--- src/rtl/fetch_queue_if.sv ---
// rtl/fetch_queue_if.sv - decode-side valid/ready bundle of the fetch queue
interface fetch_queue_if #(
  parameter int ARCHITECTURE = 32
);
  logic                    dec_valid;
  logic                    dec_ready;
  logic [31:0]             dec_instr;
  logic [ARCHITECTURE-1:0] dec_pc;
  logic [31:0]             dec_pcincr;
  logic                    dec_misalign;

  modport master (
    output dec_valid, dec_instr, dec_pc, dec_pcincr, dec_misalign,
    input  dec_ready
  );

  modport slave (
    input  dec_valid, dec_instr, dec_pc, dec_pcincr, dec_misalign,
    output dec_ready
  );
endinterface

--- src/rtl/fetch_queue.sv ---
// rtl/fetch_queue.sv - instruction fetch stage: F1 capture, tagged queue to decode, drop/replay on overflow
module fetch_queue #(
  parameter int DEPTH        = 4,
  parameter int ARCHITECTURE = 32
) (
  input  logic                    clk,
  input  logic                    RESET,
  input  logic [ARCHITECTURE-1:0] pc_i,
  input  logic [31:0]             pc_incr_i,
  input  logic                    flush_i,
  output logic [ARCHITECTURE-1:0] imem_addr_o,
  input  logic [31:0]             imem_rdata_i,
  fetch_queue_if.master           dec_if,
  output logic                    replay_req_o,
  output logic [ARCHITECTURE-1:0] replay_pc_o,
  input  logic                    replay_ack_i,
  output logic [$clog2(DEPTH):0]  count_o
);
  localparam int AW = $clog2(DEPTH);
  localparam int CW = AW + 1;
  localparam logic [CW-1:0] FULL = CW'(DEPTH);

  typedef enum logic [1:0] {RUN, DROP, REPLAY, RESUME} state_e;

  state_e                  state_q, state_d;
  logic                    f1_valid_q, f1_valid_d;
  logic [ARCHITECTURE-1:0] f1_pc_q;
  logic [31:0]             f1_pcincr_q;
  logic                    f1_mis_q;
  logic [AW-1:0]           wr_ptr_q, wr_ptr_d;
  logic [AW-1:0]           rd_ptr_q, rd_ptr_d;
  logic [CW-1:0]           count_q, count_d;
  logic                    replay_req_q, replay_req_d;
  logic [ARCHITECTURE-1:0] replay_pc_q, replay_pc_d;

  logic [31:0]             instr_mem  [DEPTH];
  logic [ARCHITECTURE-1:0] pc_mem     [DEPTH];
  logic [31:0]             pcincr_mem [DEPTH];
  logic                    mis_mem    [DEPTH];

  logic head_valid, pop, space, push, overflow;

  assign head_valid = (count_q != '0);
  assign pop        = head_valid & dec_if.dec_ready;
  // A full queue still accepts the F1 return when decode frees a slot in the same cycle.
  assign space      = (count_q < FULL) | pop;
  assign push       = f1_valid_q & space & ~flush_i;
  assign overflow   = (state_q == RUN) & f1_valid_q & ~space & ~flush_i;

  always_comb begin
    state_d      = state_q;
    f1_valid_d   = 1'b0;
    wr_ptr_d     = wr_ptr_q;
    rd_ptr_d     = rd_ptr_q;
    count_d      = count_q;
    replay_req_d = replay_req_q;
    replay_pc_d  = replay_pc_q;
    if (flush_i) begin
      state_d      = RUN;
      wr_ptr_d     = '0;
      rd_ptr_d     = '0;
      count_d      = '0;
      replay_req_d = 1'b0;
    end else begin
      wr_ptr_d = wr_ptr_q + AW'(push);
      rd_ptr_d = rd_ptr_q + AW'(pop);
      count_d  = count_q + CW'(push) - CW'(pop);
      case (state_q)
        RUN: begin
          if (overflow) begin
            replay_pc_d = f1_pc_q;
            state_d     = DROP;
          end else begin
            f1_valid_d = 1'b1;
          end
        end
        DROP: begin
          if (count_d < FULL) begin
            state_d      = REPLAY;
            replay_req_d = 1'b1;
          end
        end
        REPLAY: begin
          // The fetch issued alongside the ack is wrong-path; f1_valid stays low.
          if (replay_ack_i) begin
            state_d      = RESUME;
            replay_req_d = 1'b0;
          end
        end
        RESUME: begin
          f1_valid_d = 1'b1;
          state_d    = RUN;
        end
        default: state_d = RUN;
      endcase
    end
  end

  always_ff @(posedge clk) begin
    if (RESET) begin
      state_q      <= RUN;
      f1_valid_q   <= 1'b0;
      wr_ptr_q     <= '0;
      rd_ptr_q     <= '0;
      count_q      <= '0;
      replay_req_q <= 1'b0;
      replay_pc_q  <= '0;
    end else begin
      state_q      <= state_d;
      f1_valid_q   <= f1_valid_d;
      wr_ptr_q     <= wr_ptr_d;
      rd_ptr_q     <= rd_ptr_d;
      count_q      <= count_d;
      replay_req_q <= replay_req_d;
      replay_pc_q  <= replay_pc_d;
    end
  end

  always_ff @(posedge clk) begin
    f1_pc_q     <= pc_i;
    f1_pcincr_q <= pc_incr_i;
    f1_mis_q    <= (pc_i[1:0] != 2'b00);
    if (push && !RESET) begin
      instr_mem[wr_ptr_q]  <= imem_rdata_i;
      pc_mem[wr_ptr_q]     <= f1_pc_q;
      pcincr_mem[wr_ptr_q] <= f1_pcincr_q;
      mis_mem[wr_ptr_q]    <= f1_mis_q;
    end
  end

  assign imem_addr_o         = pc_i;
  assign dec_if.dec_valid    = head_valid;
  assign dec_if.dec_instr    = head_valid ? instr_mem[rd_ptr_q]  : '0;
  assign dec_if.dec_pc       = head_valid ? pc_mem[rd_ptr_q]     : '0;
  assign dec_if.dec_pcincr   = head_valid ? pcincr_mem[rd_ptr_q] : '0;
  assign dec_if.dec_misalign = head_valid & mis_mem[rd_ptr_q];
  assign replay_req_o        = replay_req_q;
  assign replay_pc_o         = replay_pc_q;
  assign count_o             = count_q;
endmodule

--- src/flat_wrapper.sv ---
// flat-port wrapper written by rule: the top's interface ports become plain ports
module fetch_queue_flat 
#(
  parameter int DEPTH        = 4,
  parameter int ARCHITECTURE = 32
)
  (clk, RESET, pc_i, pc_incr_i, flush_i, imem_addr_o, imem_rdata_i, replay_req_o, replay_pc_o, replay_ack_i, count_o, dec_if_dec_valid, dec_if_dec_instr, dec_if_dec_pc, dec_if_dec_pcincr, dec_if_dec_misalign, dec_if_dec_ready);
  fetch_queue_if #(.ARCHITECTURE(ARCHITECTURE)) dec_if_i ();
  input  logic clk;
  input  logic RESET;
  input  logic [ARCHITECTURE-1:0] pc_i;
  input  logic [31:0] pc_incr_i;
  input  logic flush_i;
  output logic [ARCHITECTURE-1:0] imem_addr_o;
  input  logic [31:0] imem_rdata_i;
  output logic replay_req_o;
  output logic [ARCHITECTURE-1:0] replay_pc_o;
  input  logic replay_ack_i;
  output logic [$clog2(DEPTH):0] count_o;
  output wire logic [$bits(dec_if_i.dec_valid)-1:0] dec_if_dec_valid;
  output wire logic [$bits(dec_if_i.dec_instr)-1:0] dec_if_dec_instr;
  output wire logic [$bits(dec_if_i.dec_pc)-1:0] dec_if_dec_pc;
  output wire logic [$bits(dec_if_i.dec_pcincr)-1:0] dec_if_dec_pcincr;
  output wire logic [$bits(dec_if_i.dec_misalign)-1:0] dec_if_dec_misalign;
  input wire logic [$bits(dec_if_i.dec_ready)-1:0] dec_if_dec_ready;
  assign dec_if_dec_valid = dec_if_i.dec_valid;
  assign dec_if_dec_instr = dec_if_i.dec_instr;
  assign dec_if_dec_pc = dec_if_i.dec_pc;
  assign dec_if_dec_pcincr = dec_if_i.dec_pcincr;
  assign dec_if_dec_misalign = dec_if_i.dec_misalign;
  assign dec_if_i.dec_ready = dec_if_dec_ready;
  fetch_queue #(.DEPTH(DEPTH), .ARCHITECTURE(ARCHITECTURE)) u_core (.clk(clk), .RESET(RESET), .pc_i(pc_i), .pc_incr_i(pc_incr_i), .flush_i(flush_i), .imem_addr_o(imem_addr_o), .imem_rdata_i(imem_rdata_i), .dec_if(dec_if_i), .replay_req_o(replay_req_o), .replay_pc_o(replay_pc_o), .replay_ack_i(replay_ack_i), .count_o(count_o));
endmodule
--- config.mk ---
export PLATFORM = sky130hd
export DESIGN_NAME = fetch_queue_flat
export DESIGN_NICKNAME = d
export VERILOG_FILES = /design/src/rtl/fetch_queue_if.sv /design/src/rtl/fetch_queue.sv /design/src/flat_wrapper.sv
export SDC_FILE = /design/constraint.sdc
export NUM_CORES = 1
export LEC_CHECK = 0
export BUFFER_PORTS_ARGS = -buffer_cell sky130_fd_sc_hd__buf_2
export CORE_MARGIN = 1
export CORE_UTILIZATION = 59
export CTS_BUF_LIST = sky130_fd_sc_hd__clkbuf_8
export CTS_CLUSTER_SIZE = 28
export DETAILED_ROUTE_END_ITERATION = 10
export PLACE_DENSITY = 0.83
export REMOVE_ABC_BUFFERS = 1
export SLEW_MARGIN = 20
export SYNTH_ARGS = -nofsm -noshare
export SYNTH_HDL_FRONTEND = slang
export SYNTH_SLANG_ARGS = --single-unit
--- constraint.sdc ---
create_clock -name clk -period 9.14 [get_ports clk]
set_input_delay 1.828 -clock clk [delete_from_list [all_inputs] [get_ports clk]]
set_output_delay 1.828 -clock clk [all_outputs]
set_load 0.01 [all_outputs]
==> flow_summary.json <==
{
  "numCtsBuffers": 76,
  "min_path_type": "register to register",
  "coreArea_um2": 29800,
  "netlist_instances": 930,
  "clock_latency_ns": 0.56,
  "drive_gt1_frac": 0.387,
  "critPathRequiredTime_ns": 7.31,
  "pwr_density_cell_nw_per_um2": 209,
  "synth-seq-cells": 496,
  "die_area_um2": 31200,
  "synthArstFlopShare": 0,
  "die_w_um": 177,
  "ir_drop_uv": 142,
  "slowest_stage": "dfxtp_4",
  "gp_congestion": 0.757,
  "rows": 63,
  "synth_cell_type_count": 37,
  "worstMarginPinSlew_ns": 1.06,
  "critPathMaxStageDelay_ns": 0.81,
  "reg2reg_slack_ns": 5.88,
  "gr-total-overflow": 0,
  "report.final.slew_viol_count": 0,
  "tritoncts": "built",
  "layout.nets": 1311,
  "finClkSkew_ns": 0.0132,
  "rsz0062_at_grt": "false",
  "nFillCells": 1900,
  "grt_max_degree": 100,
  "cts_num_sinks": 496,
  "cp.buffers_inverters": 2,
  "syn_to_final_growth_pct": 16.7,
  "finalWorstSetupSlack_ns": 4.36,
  "portBuffers": 266,
  "ant_nets": 0,
  "cts_hold_buf": 0,
  "firstDrtPassIters": 5,
  "grt_pass1_vias": 9629,
  "crit_fanout": 51,
  "worstReg2RegEnd": "u_core.state_q[0]",
  "hold_path.startpoint": "u_core.f1_pcincr_q[10]",
  "initial_core_util": 0.604,
  "avgRoutedWirePerCell_um": 20.5,
  "leakage_nw": 7.62,
  "post_cts_resize_count": 0,
  "dp_cells": 1514,
  "final.min_clock_period_ns": 4.78,
  "critical_path_class": "register to primary output",
  "cap_violations": 0,
  "fmax_mhz": 209,
  "viasPerCell": 5.66,
  "wl_mm": 34.0,
  "synth_edf_count": 388,
  "remaining_drc_errors": 0,
  "first_iter_violations": 696,
  "final_cells": 1659,
  "grt_pass1_wl_mm": 51.9,
  "cts_setup_buffers": 0,
  "ys.flop_type": "edfxtp_1",
  "cts_buffer_depth": 3,
  "antenna_found_initial": 1,
  "reg2reg_from": "u_core.count_o[2]",
  "dp_slack_ns": 4.68,
  "cts-root-buf": "clkbuf_8",
  "crit_family": "buffers and inverters",
  "post-route-util": 0.705,
  "yosys_warnings": 0,
  "ys_seq_area_frac": 0.767,
  "clkTransAtPathRegs_ns": 0.06,
  "hpwl_mm": 19.8,
  "min_period_over_period": 0.523,
  "holdPathStages": 0,
  "fin_tns_setup_ns": 0,
  "slew_headroom": 0.293,
  "worstPathCellList": "buf_4 > mux4_2 > and2_1 > buf_2",
  "worstSetupStartpoint": "u_core.rd_ptr_q[1]",
  "reg2reg_depth": 8,
  "fp.dieH_um": 177,
  "final_common_cell": "edfxtp_1",
  "setup_viol": 0,
  "cp.arrival_ns": 2.96,
  "hold-path-endpoint": "u_core.pcincr_mem[0][10]",
  "cp-end-kind": "primary output",
  "netlist_area_um2": 18000,
  "vias": 9387,
  "io-pin-count": 267,
  "cp-start-kind": "register",
  "grt_usage": 0.223,
  "htreeDepth": 3,
  "hold_viol": 0,
  "layout_common_cells": "edfxtp_1, buf_2, dfxtp_1",
  "status": "completed",
  "postSynthAreaPerCell_um2": 19.4
}
-- cell type report --
| type | count | area, um2 | area share |
|---|---|---|---|
| diodes | 3 | 7.51 | 0.000357 |
| clock buffers | 92 | 1270 | 0.0602 |
| clock inverters | 50 | 268 | 0.0127 |
| inverters | 7 | 26.3 | 0.00125 |
| multi-input cells | 343 | 3720 | 0.177 |
| flip-flops and latches | 496 | 13800 | 0.658 |
| well taps | 390 | 488 | 0.0232 |
| repair buffers | 278 | 1420 | 0.0676 |
-- worst register-to-register path: stages, from the launching register on --
cell,delay [ns]
dfxtp_1,0.39
or3_4,0.80
nand3_1,0.30
o21ai_0,0.15
ha_1,0.24
fa_1,0.42
xor3_1,0.43
o221a_2,0.30
mux2i_1,0.13
-- sequential cells by signal (all words and copies together), names as in the netlist --
name / count
u_core.replay_pc_o: 32
u_core.pc_mem: 128
u_core.count_o: 3
u_core.f1_pcincr_q: 32
u_core.wr_ptr_q: 2
u_core.f1_valid_q: 1
u_core.pcincr_mem: 128
u_core.state_q: 2
u_core.mis_mem: 4
u_core.f1_mis_q: 1
u_core.instr_mem: 128
u_core.f1_pc_q: 32
u_core.rd_ptr_q: 2
u_core.replay_req_o: 1
-- layer usage --
| metal | GRT usage | vias up | part of all wire |
|---|---|---|---|
| li1 | - | 4151 | - |
| met1 | 0.304 | 4762 | 0.41 |
| met2 | 0.360 | 415 | 0.49 |
| met3 | 0.0412 | 59 | 0.080 |
| met4 | 0.0891 | 0 | 0.022 |
| met5 | 0 | - | 0 |
-- Yosys cell counts, types with 5 or more instances --
cell        n  area (um2)
nand3_1    34         170
mux4_2     97        2180
buf_4      33         248
buf_2      17        85.1
dfxtp_1   108        2160
nor2_1      8        30.0
a21oi_1    33         165
o21ai_0    33         165
edfxtp_1  388       11700
ha_1        7        87.6
and2_1    100         626
clkbuf_1   31         116
inv_1       7        26.3
nand2_1     5        18.8
-- cells by family after synthesis --
kind of cell,count (synthesis),share of synthesized area
compound gates,71,0.0206
xor+xnor,4,0.00278
fa+ha+maj,8,0.00598
buf+inv,91,0.0287
flops,496,0.767
mux,99,0.122
simple gates,161,0.0523
-- report_power, final --
| group | internal, W | switching, W |
|---|---|---|
| clock network | 0.000972 | 0.000789 |
| logic | 0.0000661 | 0.0000823 |
| registers | 0.00246 | 0.0000229 |
-- per-stage QoR --
step / hold slack [ns] / total power [W] / area (um2)
2_1_floorplan: 0.438 / 0.00258 / 17500
3_3_place_gp: 0.445 / 0.00267 / 19500
3_5_place_dp: 0.457 / 0.00268 / 19500
4_1_cts: 0.459 / 0.00443 / 21000
5_1_grt: 0.470 / 0.00454 / 21000
6_report: 0.468 / 0.00439 / 21000
-- worst max path at each step --
stage / cells past startpoint / slack, ns / endpoint
6_report: 4 / 4.36 / dec_if_dec_pc[2]
4_1_cts: 4 / 4.31 / dec_if_dec_pc[2]
3_3_place_gp: 4 / 4.70 / u_core.pcincr_mem[3][4]
5_1_grt: 4 / 4.20 / dec_if_dec_instr[8]
3_5_place_dp: 4 / 4.68 / u_core.pcincr_mem[3][4]
2_1_floorplan: 3 / 2.14 / u_core.instr_mem[0][0]
No activity file was read; power rests on OpenSTA's default activity.
